### config.mk
export PLATFORM = sky130hd
export DESIGN_NAME = multicycle_control_unit
export DESIGN_NICKNAME = d
export VERILOG_FILES = /design/src/rtl/multicycle_control_unit.sv
export SDC_FILE = /design/constraint.sdc
export NUM_CORES = 1
export LEC_CHECK = 0
export CORE_MARGIN = 2
export CORE_UTILIZATION = 45
export CTS_BUF_LIST = sky130_fd_sc_hd__clkbuf_16
export DETAILED_ROUTE_END_ITERATION = 10
export HOLD_SLACK_MARGIN = 0.12
export PLACE_DENSITY = 0.91
export RECOVER_POWER = 100
export SYNTH_ARGS = -nofsm -noshare
export SYNTH_HDL_FRONTEND = slang
export SYNTH_SLANG_ARGS = --single-unit
export TNS_END_PERCENT = 30
### constraint.sdc
create_clock -name clk_i -period 3 [get_ports clk_i]
set_clock_uncertainty 0.05 [all_clocks]
set_input_delay 0.3 -clock clk_i [delete_from_list [all_inputs] [get_ports clk_i]]
set_output_delay 0.3 -clock clk_i [all_outputs]
set_load 0.1 [all_outputs]
### src/rtl/multicycle_control_unit.sv
// multicycle_control_unit
//
// Control FSM for the multicycle RV32I core. It steps each instruction through
// fetch, decode, execute, memory and writeback using the instruction fields held
// in the IR. It waits on the memory ready handshake, resolves branches from the
// datapath compare flags, and can sequence a fixed-latency multiply/divide unit.
//
// Optional feature macro: RV32M_EN. When it is defined, R-type instructions with
// funct7[0] = 1 run on the MDU. When it is undefined they trap, the MDU states and
// counter are left out, and mdu_start_o is always 0.
//
// Parameters
//   MDU_LATENCY   MDU busy cycles per operation, 1..64
// Ports
//   clk_i, rst_i                  clock and synchronous active-high reset
//   op_i, funct3_i                IR[6:0], IR[14:12]
//   funct7_5_i, funct7_0_i        IR[30], IR[25]
//   mem_ready_i                   memory completes the current access this cycle
//   zero_i, lt_i, ltu_i           compare flags for A-B: equal, signed <, unsigned <
//   PCWrite_o, IRWrite_o          PC load enable; IR/OldPC load enable
//   AdrSrc_o                      memory address select (0 PC, 1 Result)
//   MemRead_o, MemWrite_o         memory requests
//   RegWrite_o                    register file write enable
//   ResultSrc_o                   00 ALUOut, 01 mem data, 10 ALUResult, 11 MDU
//   ALUSrcA_o                     00 PC, 01 OldPC, 10 rs1, 11 zero
//   ALUSrcB_o                     00 rs2, 01 imm, 10 constant 4
//   ImmSel_o                      I 000, S 001, B 010, J 011, U 100
//   ALUControl_o, ALUModifier_o   ALU operation (funct3 encoding) and SUB/SRA flag
//   mdu_start_o                   one-cycle MDU start pulse
//   retire_o                      one-cycle pulse when an instruction completes
//   illegal_o                     sticky illegal-instruction flag
module multicycle_control_unit #(
  parameter int MDU_LATENCY = 4
) (
  input  logic       clk_i,
  input  logic       rst_i,
  input  logic [6:0] op_i,
  input  logic [2:0] funct3_i,
  input  logic       funct7_5_i,
  input  logic       funct7_0_i,
  input  logic       mem_ready_i,
  input  logic       zero_i,
  input  logic       lt_i,
  input  logic       ltu_i,
  output logic       PCWrite_o,
  output logic       AdrSrc_o,
  output logic       MemRead_o,
  output logic       MemWrite_o,
  output logic       IRWrite_o,
  output logic       RegWrite_o,
  output logic [1:0] ResultSrc_o,
  output logic [1:0] ALUSrcA_o,
  output logic [1:0] ALUSrcB_o,
  output logic [2:0] ImmSel_o,
  output logic [2:0] ALUControl_o,
  output logic       ALUModifier_o,
  output logic       mdu_start_o,
  output logic       retire_o,
  output logic       illegal_o
);

  localparam logic [6:0] OP_LOAD   = 7'b0000011;
  localparam logic [6:0] OP_STORE  = 7'b0100011;
  localparam logic [6:0] OP_R      = 7'b0110011;
  localparam logic [6:0] OP_I      = 7'b0010011;
  localparam logic [6:0] OP_BRANCH = 7'b1100011;
  localparam logic [6:0] OP_JAL    = 7'b1101111;
  localparam logic [6:0] OP_JALR   = 7'b1100111;
  localparam logic [6:0] OP_LUI    = 7'b0110111;
  localparam logic [6:0] OP_AUIPC  = 7'b0010111;

  // The MDU is split into an entry state (start pulse, counter load) and a busy
  // state that counts down and writes back once the counter holds zero.
  typedef enum logic [4:0] {
    S_FETCH,
    S_DECODE,
    S_MEMADR,
    S_MEMREAD,
    S_MEMWB,
    S_MEMWRITE,
    S_EXECR,
    S_EXECI,
    S_ALUWB,
    S_BRANCH,
    S_JAL,
    S_JALR,
    S_LINK,
    S_UTYPE,
    S_TRAP
`ifdef RV32M_EN
    , S_MDU_START,
    S_MDU_BUSY
`endif
  } state_t;

  state_t state;
  state_t next_state;

  // State register; reset always returns to FETCH, even mid-wait or mid-MDU.
  always_ff @(posedge clk_i) begin
    if (rst_i) begin
      state <= S_FETCH;
    end else begin
      state <= next_state;
    end
  end

`ifdef RV32M_EN
  logic [5:0] mdu_cnt;

  // MDU busy counter: loaded on the entry cycle, counts down to zero.
  always_ff @(posedge clk_i) begin
    if (rst_i) begin
      mdu_cnt <= 6'd0;
    end else if (state == S_MDU_START) begin
      mdu_cnt <= 6'(MDU_LATENCY - 1);
    end else if (state == S_MDU_BUSY && mdu_cnt != 6'd0) begin
      mdu_cnt <= mdu_cnt - 6'd1;
    end
  end
`else
  logic unused_mdu_latency;
  assign unused_mdu_latency = ^MDU_LATENCY;
`endif

  // Next-state and output decode. Every output gets a default first, then the
  // current state overrides only what it drives. Write enables and requests are
  // masked while reset is asserted.
  always_comb begin
    next_state    = state;
    PCWrite_o     = 1'b0;
    AdrSrc_o      = 1'b0;
    MemRead_o     = 1'b0;
    MemWrite_o    = 1'b0;
    IRWrite_o     = 1'b0;
    RegWrite_o    = 1'b0;
    ResultSrc_o   = 2'b00;
    ALUSrcA_o     = 2'b00;
    ALUSrcB_o     = 2'b00;
    ALUControl_o  = 3'b000;
    ALUModifier_o = 1'b0;
    mdu_start_o   = 1'b0;
    illegal_o     = 1'b0;

    case (op_i)
      OP_STORE:         ImmSel_o = 3'b001;
      OP_BRANCH:        ImmSel_o = 3'b010;
      OP_JAL:           ImmSel_o = 3'b011;
      OP_LUI, OP_AUIPC: ImmSel_o = 3'b100;
      default:          ImmSel_o = 3'b000;
    endcase

    case (state)
      S_FETCH: begin
        MemRead_o   = 1'b1;
        ALUSrcB_o   = 2'b10;
        ResultSrc_o = 2'b10;
        if (mem_ready_i) begin
          IRWrite_o  = 1'b1;
          PCWrite_o  = 1'b1;
          next_state = S_DECODE;
        end
      end

      // OldPC + imm is computed here so the branch/JAL target lands in ALUOut.
      S_DECODE: begin
        ALUSrcA_o = 2'b01;
        ALUSrcB_o = 2'b01;
        case (op_i)
          OP_LOAD, OP_STORE: next_state = S_MEMADR;
          OP_R: begin
            if (funct7_0_i) begin
`ifdef RV32M_EN
              next_state = S_MDU_START;
`else
              next_state = S_TRAP;
`endif
            end else begin
              next_state = S_EXECR;
            end
          end
          OP_I:             next_state = S_EXECI;
          OP_BRANCH:        next_state = S_BRANCH;
          OP_JAL:           next_state = S_JAL;
          OP_JALR:          next_state = S_JALR;
          OP_LUI, OP_AUIPC: next_state = S_UTYPE;
          default:          next_state = S_TRAP;
        endcase
      end

      S_MEMADR: begin
        ALUSrcA_o  = 2'b10;
        ALUSrcB_o  = 2'b01;
        next_state = (op_i == OP_STORE) ? S_MEMWRITE : S_MEMREAD;
      end

      S_MEMREAD: begin
        AdrSrc_o  = 1'b1;
        MemRead_o = 1'b1;
        if (mem_ready_i) begin
          next_state = S_MEMWB;
        end
      end

      S_MEMWB: begin
        ResultSrc_o = 2'b01;
        RegWrite_o  = 1'b1;
        next_state  = S_FETCH;
      end

      S_MEMWRITE: begin
        AdrSrc_o   = 1'b1;
        MemWrite_o = 1'b1;
        if (mem_ready_i) begin
          next_state = S_FETCH;
        end
      end

      S_EXECR: begin
        ALUSrcA_o     = 2'b10;
        ALUSrcB_o     = 2'b00;
        ALUControl_o  = funct3_i;
        ALUModifier_o = funct7_5_i;
        next_state    = S_ALUWB;
      end

      // For immediates funct7[5] is only an opcode bit for SRAI; elsewhere it is
      // part of the immediate and must not turn ADDI into a subtract.
      S_EXECI: begin
        ALUSrcA_o     = 2'b10;
        ALUSrcB_o     = 2'b01;
        ALUControl_o  = funct3_i;
        ALUModifier_o = (funct3_i == 3'b101) ? funct7_5_i : 1'b0;
        next_state    = S_ALUWB;
      end

      S_ALUWB: begin
        RegWrite_o = 1'b1;
        next_state = S_FETCH;
      end

      // rs1 - rs2 drives the flags; the target already sits in ALUOut.
      S_BRANCH: begin
        ALUSrcA_o     = 2'b10;
        ALUSrcB_o     = 2'b00;
        ALUModifier_o = 1'b1;
        next_state    = S_FETCH;
        case (funct3_i)
          3'b000:  PCWrite_o = zero_i;
          3'b001:  PCWrite_o = !zero_i;
          3'b100:  PCWrite_o = lt_i;
          3'b101:  PCWrite_o = !lt_i;
          3'b110:  PCWrite_o = ltu_i;
          3'b111:  PCWrite_o = !ltu_i;
          default: next_state = S_TRAP;
        endcase
      end

      S_JAL: begin
        PCWrite_o  = 1'b1;
        next_state = S_LINK;
      end

      S_JALR: begin
        ALUSrcA_o   = 2'b10;
        ALUSrcB_o   = 2'b01;
        ResultSrc_o = 2'b10;
        PCWrite_o   = 1'b1;
        next_state  = S_LINK;
      end

      // Link value is OldPC + 4.
      S_LINK: begin
        ALUSrcA_o   = 2'b01;
        ALUSrcB_o   = 2'b10;
        ResultSrc_o = 2'b10;
        RegWrite_o  = 1'b1;
        next_state  = S_FETCH;
      end

      // LUI adds the immediate to zero, AUIPC adds it to OldPC.
      S_UTYPE: begin
        ALUSrcA_o   = (op_i == OP_LUI) ? 2'b11 : 2'b01;
        ALUSrcB_o   = 2'b01;
        ResultSrc_o = 2'b10;
        RegWrite_o  = 1'b1;
        next_state  = S_FETCH;
      end

`ifdef RV32M_EN
      S_MDU_START: begin
        mdu_start_o = 1'b1;
        next_state  = S_MDU_BUSY;
      end

      S_MDU_BUSY: begin
        if (mdu_cnt == 6'd0) begin
          ResultSrc_o = 2'b11;
          RegWrite_o  = 1'b1;
          next_state  = S_FETCH;
        end
      end
`endif

      S_TRAP: begin
        illegal_o = 1'b1;
      end

      default: next_state = S_FETCH;
    endcase

    retire_o = (state != S_FETCH) && (next_state == S_FETCH);

    if (rst_i) begin
      PCWrite_o   = 1'b0;
      IRWrite_o   = 1'b0;
      RegWrite_o  = 1'b0;
      MemRead_o   = 1'b0;
      MemWrite_o  = 1'b0;
      mdu_start_o = 1'b0;
      retire_o    = 1'b0;
    end
  end

endmodule

### Word-level counts from Yosys, hierarchy flattened

Cells that the tools add are included.

| operators by class | value |
|---|---|
| reductions and logical operators | 21 |
| equal/unequal tests | 28 |
| mux-type cells | 31 |

Operators with widths:

| cell | number |
|---|---|
| $pmux W5 S9 | 1 |
| $eq A5 B4 Y1 const B | 7 |
| $pmux W4 S7 | 1 |
| $eq A7 B6 Y1 const B | 3 |
| $eq A7 B7 Y1 const B | 3 |
| $eq A5 B3 Y1 const B | 4 |
| $reduce_or A2 Y1 | 8 |
| $mux W5 | 3 |
| $eq A7 B5 Y1 const B | 2 |
| $mux W1 | 14 |
| $eq A3 B3 Y1 const B | 4 |
| $pmux W3 S4 | 1 |
| $eq A5 B2 Y1 const B | 2 |
| $logic_not A5 Y1 | 2 |
| $reduce_or A5 Y1 | 2 |
| $mux W4 | 2 |
| $pmux W2 S2 | 2 |
| $reduce_or A4 Y1 | 2 |
| $eq A7 B2 Y1 const B | 1 |
| $mux W3 | 2 |
| $pmux W1 S3 | 2 |
| $pmux W1 S6 | 1 |
| $pmux W2 S3 | 1 |
| $reduce_or A6 Y1 | 1 |
| 7 further kinds | 9 |

| storage, ports and cells | value |
|---|---|
| input bits | 18 |
| logic and storage cells | 81 |
| output and inout bits | 22 |
| register bits after elaboration | 5 |

### Longest topological paths before layout

| logic depth | value |
|---|---|
| depth in word-level cells | 7 |
| gate-level depth with buffers | 6 |
| gate-level depth less buffers | 4 |

### Worst setup path after synthesis

Ideal clock, no wire load.

| timing | value |
|---|---|
| path type | register to output |
| start | register state[0] |
| end | output MemRead_o |
| setup slack | -1.334 ns |
| stages on the path, launching flop included | 5 |
| arrival | 3.984 ns |
| required time | 2.650 ns |
| buffers on the path | 2 |
| path through | dfxtp_1 > buf_2 > clkbuf_1 > xor2_1 > nor4b_1 |

| between the ends | value |
|---|---|
| longest elaborated chain between the ends | 4 |
| elaborated cells on any way between the ends | 5 |
| classes of those cells | 1 x eq/ne; 2 x mux; 2 x reduce/logical |

Ends and longest elaborated chain:

| what | RTL line | source |
|---|---|---|
| start, declared | 96 | `state_t state;` |
| start signal, assigned | 104 | `state <= next_state;` |
| $eq A5 B2 Y1 / $logic_not A5 Y1 (equally long branches) | 153 | `case (state)` |
| $reduce_or A2 Y1 (no source line) (*) | n/a |  |
| $mux W1 (*) | 153 |  |
| $mux W1 (*) | 314 | `if (rst_i) begin` |
| end, declared | 47 | `output logic MemRead_o,` |

Every way passes the cells marked *; elsewhere a longest branch is shown, timed or not.

### Worst setup path after layout

| timing | value |
|---|---|
| start | register state[3] |
| end | output retire_o |

| between the ends | value |
|---|---|
| longest elaborated chain between the ends | 6 |
| elaborated cells on any way between the ends | 21 |
| classes of those cells | 10 x eq/ne; 5 x mux; 6 x reduce/logical |

Ends and longest elaborated chain:

| what | RTL line | source |
|---|---|---|
| $eq A5 B4 Y1 / $eq A5 B3 Y1 (equally long branches) | 153 |  |
| $reduce_or A2 Y1 (no source line) | n/a |  |
| $pmux W5 S9 | 153 |  |
| $logic_not A5 Y1 | 312 | `retire_o = (state != S_FETCH) && (next_state == S_FETCH);` |
| $logic_and A1 B1 Y1 (*) | 312 |  |
| $mux W1 (*) | 314 |  |
| end, declared | 58 | `output logic retire_o,` |

Marks and branches as above.

==> reports/metrics.cfg <==
[clock_network]
postCtsSetupBuffers = 0
htree_levels = 1
cts_root_buf = clkbuf_16
post_cts_resized = 0
clkSlewWorstSetupHoldPaths_ps = 30
cts_tree = done
insertion_delay_ps = 220
cts_sinks = 5
clk_path_buf_depth = 2
cts_hold_buf = 0
numCtsBuffers = 3

[synthesis]
synth-warning-count = 0
netlist_area_um2 = 930
ys_seq_elements = 5
ys_types = 52
synth-edff-count = 0
avgSynthCellArea_um2 = 7.26
syn-instance-count = 128
yosysSeqAreaShare_pct = 10.8
async_reset_ff_share_pct = 0
synthFlopType = dfxtp_1

[worst_setup_path]
crit_path_start_kind = flip-flop
critical-path-top-delay-family = flip-flops
path_buf_inv = 1
critical_path_arrival_ps = 2400
cp-end-kind = primary output
cp.required_ps = 2650
crit_path_max_fanout = 23
timing.critical_path.mode_cell = and4bb_1
worst-r2r-setup-slack_ps = 1120
max_stage_delay_ps = 820
cp_cell_sequence = and4bb_1 -> a211oi_1 -> nand3b_1 -> and4bb_1 -> clkbuf_4
path_class = flip-flop to primary output
cp_slowest_cell = dfxtp_1

[power_and_ir_drop]
pwr-share-clk_pct = 47.0
p_int_mw = 0.297
p_leak_nw = 0.546
p_sw_share_pct = 34.3
p_switching_mw = 0.155
total_power_mw = 0.452
power_frac_seq_pct = 17.1
peakVddDrop_mv = 0.686
power.density_nw_per_um2 = 345
p_comb_share_pct = 35.9

[floorplanning]
die_h_um = 49.5
initial_core_util_pct = 47.4
dieArea_um2 = 2450
fp.coreArea_um2 = 1960
pin_count = 40
std_cell_rows = 16
die_x_um = 49.5

[status]
status = completed

[finish]
top_regs = state: 5 flops
fin_nets = 180
top_register = state
largest_reg_flops = 5
stdcell_area_um2 = 1310
finalNonFillerCells = 188
utilization_pct = 66.8
diodes = 0
syn2layout_area_growth_pct = 41.0
drive_above_1_share_pct = 15.5

[timing]
finalCritPeriodShare_pct = 91.8
post-route-min-period_ps = 2750
rsz0062_at_grt = no
hold_viol = 0
tightest_slew_ps = 1170
final_max_slew_viol_count = 0
fin_tns_setup_ps = 0
hold-worst-slack_ps = 776
maxSlewHeadroom_pct = 22.3
setup_violations = 0
fmax_ghz = 0.363
layout_setup_ws_ps = 247

[drt]
num_vias = 1127
antenna_left = 0
avgViaCountPerCell = 5.99
first_pass_iters = 4
drt-initial-drc-count = 41
wire_per_inst_um = 14.5
drt_drc_violations_left = 0
wirelength_um = 2740

[run]
cap_viol_max_count = 0

[global_routing]
grt_busiest_layer = met2
grt_use_met2_pct = 41.9
grt_pass1_vias = 1066
grt-ovfl-total = 0
grt_pass1_wl_um = 4440
grtUsageMet3_pct = 5.76
antenna_found_initial = 0
use_met1_pct = 26.2
grtUsageTotal_pct = 22.7
grt_max_degree = 24

[place]
dp_hpwl_um = 2030
place_area_um2 = 1300
gp_congestion = 0.827
pre_cts_ws_ps = 484
dp.cells = 184
portBuffers = 38

[worst_hold_path]
worstHoldPathType = primary input to flip-flop

-- cell usage after synthesis (all sizes together) (2+ instances only) --
cell type	instances	area share, %
nand2b	4	2.7
buf	9	5.1
nor2	6	2.4
a31oi	2	1.3
a211o	2	1.9
and3b	4	3.8
xor2	3	2.8
and4bb	3	4.0
nand3	2	1.1
inv	5	2.0
or4b	2	2.6
nor3b	2	1.6
dfxtp	5	11
nand2	10	4.0
clkbuf	2	0.81
nand3b	5	4.0
o21ai	4	2.2
a21oi	7	3.8
nor4b	4	4.4
nor2b	4	2.7
nor3	6	3.2
nand4bb	2	2.4
and2	3	2.0
or3	2	1.3
xnor2	3	2.8
and3	3	2.0
a211oi	3	3.0
a22oi	2	1.6
-- layout make-up --
cell class	instances	area, um2
multi-input combinational	108	768
fill	202	651
timing repair buffer	39	312
sequential	5	100
clock buffer	3	75.1
tap	27	33.8
inverter	5	18.8
clock inverter	1	3.75
-- layer usage --
layer / up-vias / part of all wire (%)
met4: 0 / 0.29
met5: - / 0
met3: 2 / 7.0
met1: 532 / 42
met2: 45 / 50
li1: 548 / -
-- cells in the final DEF, fill, tap and decap left out, types with 3 or more instances in the layout --
master / n
clkdlybuf4s50_1: 15
clkbuf_2: 12
nand2_1: 10
a21oi_1: 7
nor3_1: 6
inv_1: 6
nor2_1: 6
nand3b_1: 5
clkbuf_1: 5
dfxtp_1: 5
o21ai_0: 4
nand2b_1: 4
and3b_1: 4
nor2b_1: 4
xor2_1: 3
xnor2_1: 3
and3_1: 3
nor4b_2: 3
and4bb_1: 3
and2_1: 3
clkbuf_16: 3
-- power by group through the flow --
stage / registers (mW) / logic (mW) / clock network (mW)
3_3_place_gp: 0.0775 / 0.167 / 0
5_1_grt: 0.0780 / 0.172 / 0.221
2_1_floorplan: 0.0715 / 0.119 / 0
6_report: 0.0775 / 0.162 / 0.212
3_5_place_dp: 0.0781 / 0.170 / 0
4_1_cts: 0.0772 / 0.171 / 0.215
-- path summary, 6_finish.rpt --
kind / startpoint / end / cells after the start
worst max-delay path: state[3] / retire_o / 5
worst min-delay path: rst_i / state[3] / 2
worst max register to register: state[1] / state[0] / 4
worst min register to register: state[0] / state[2] / 3
-- cells by family after synthesis --
logic type | count (synthesis) | synth area share [%]
xor gates and xnor gates | 6 | 5.65
and+or+nand+nor | 67 | 48.7
muxes | 1 | 1.08
buffers and inverters | 16 | 7.94
AOI/OAI and AO/OA | 32 | 25.4
other | 1 | 0.403
DFF | 5 | 10.8
Power figures use the tool's default switching activity.
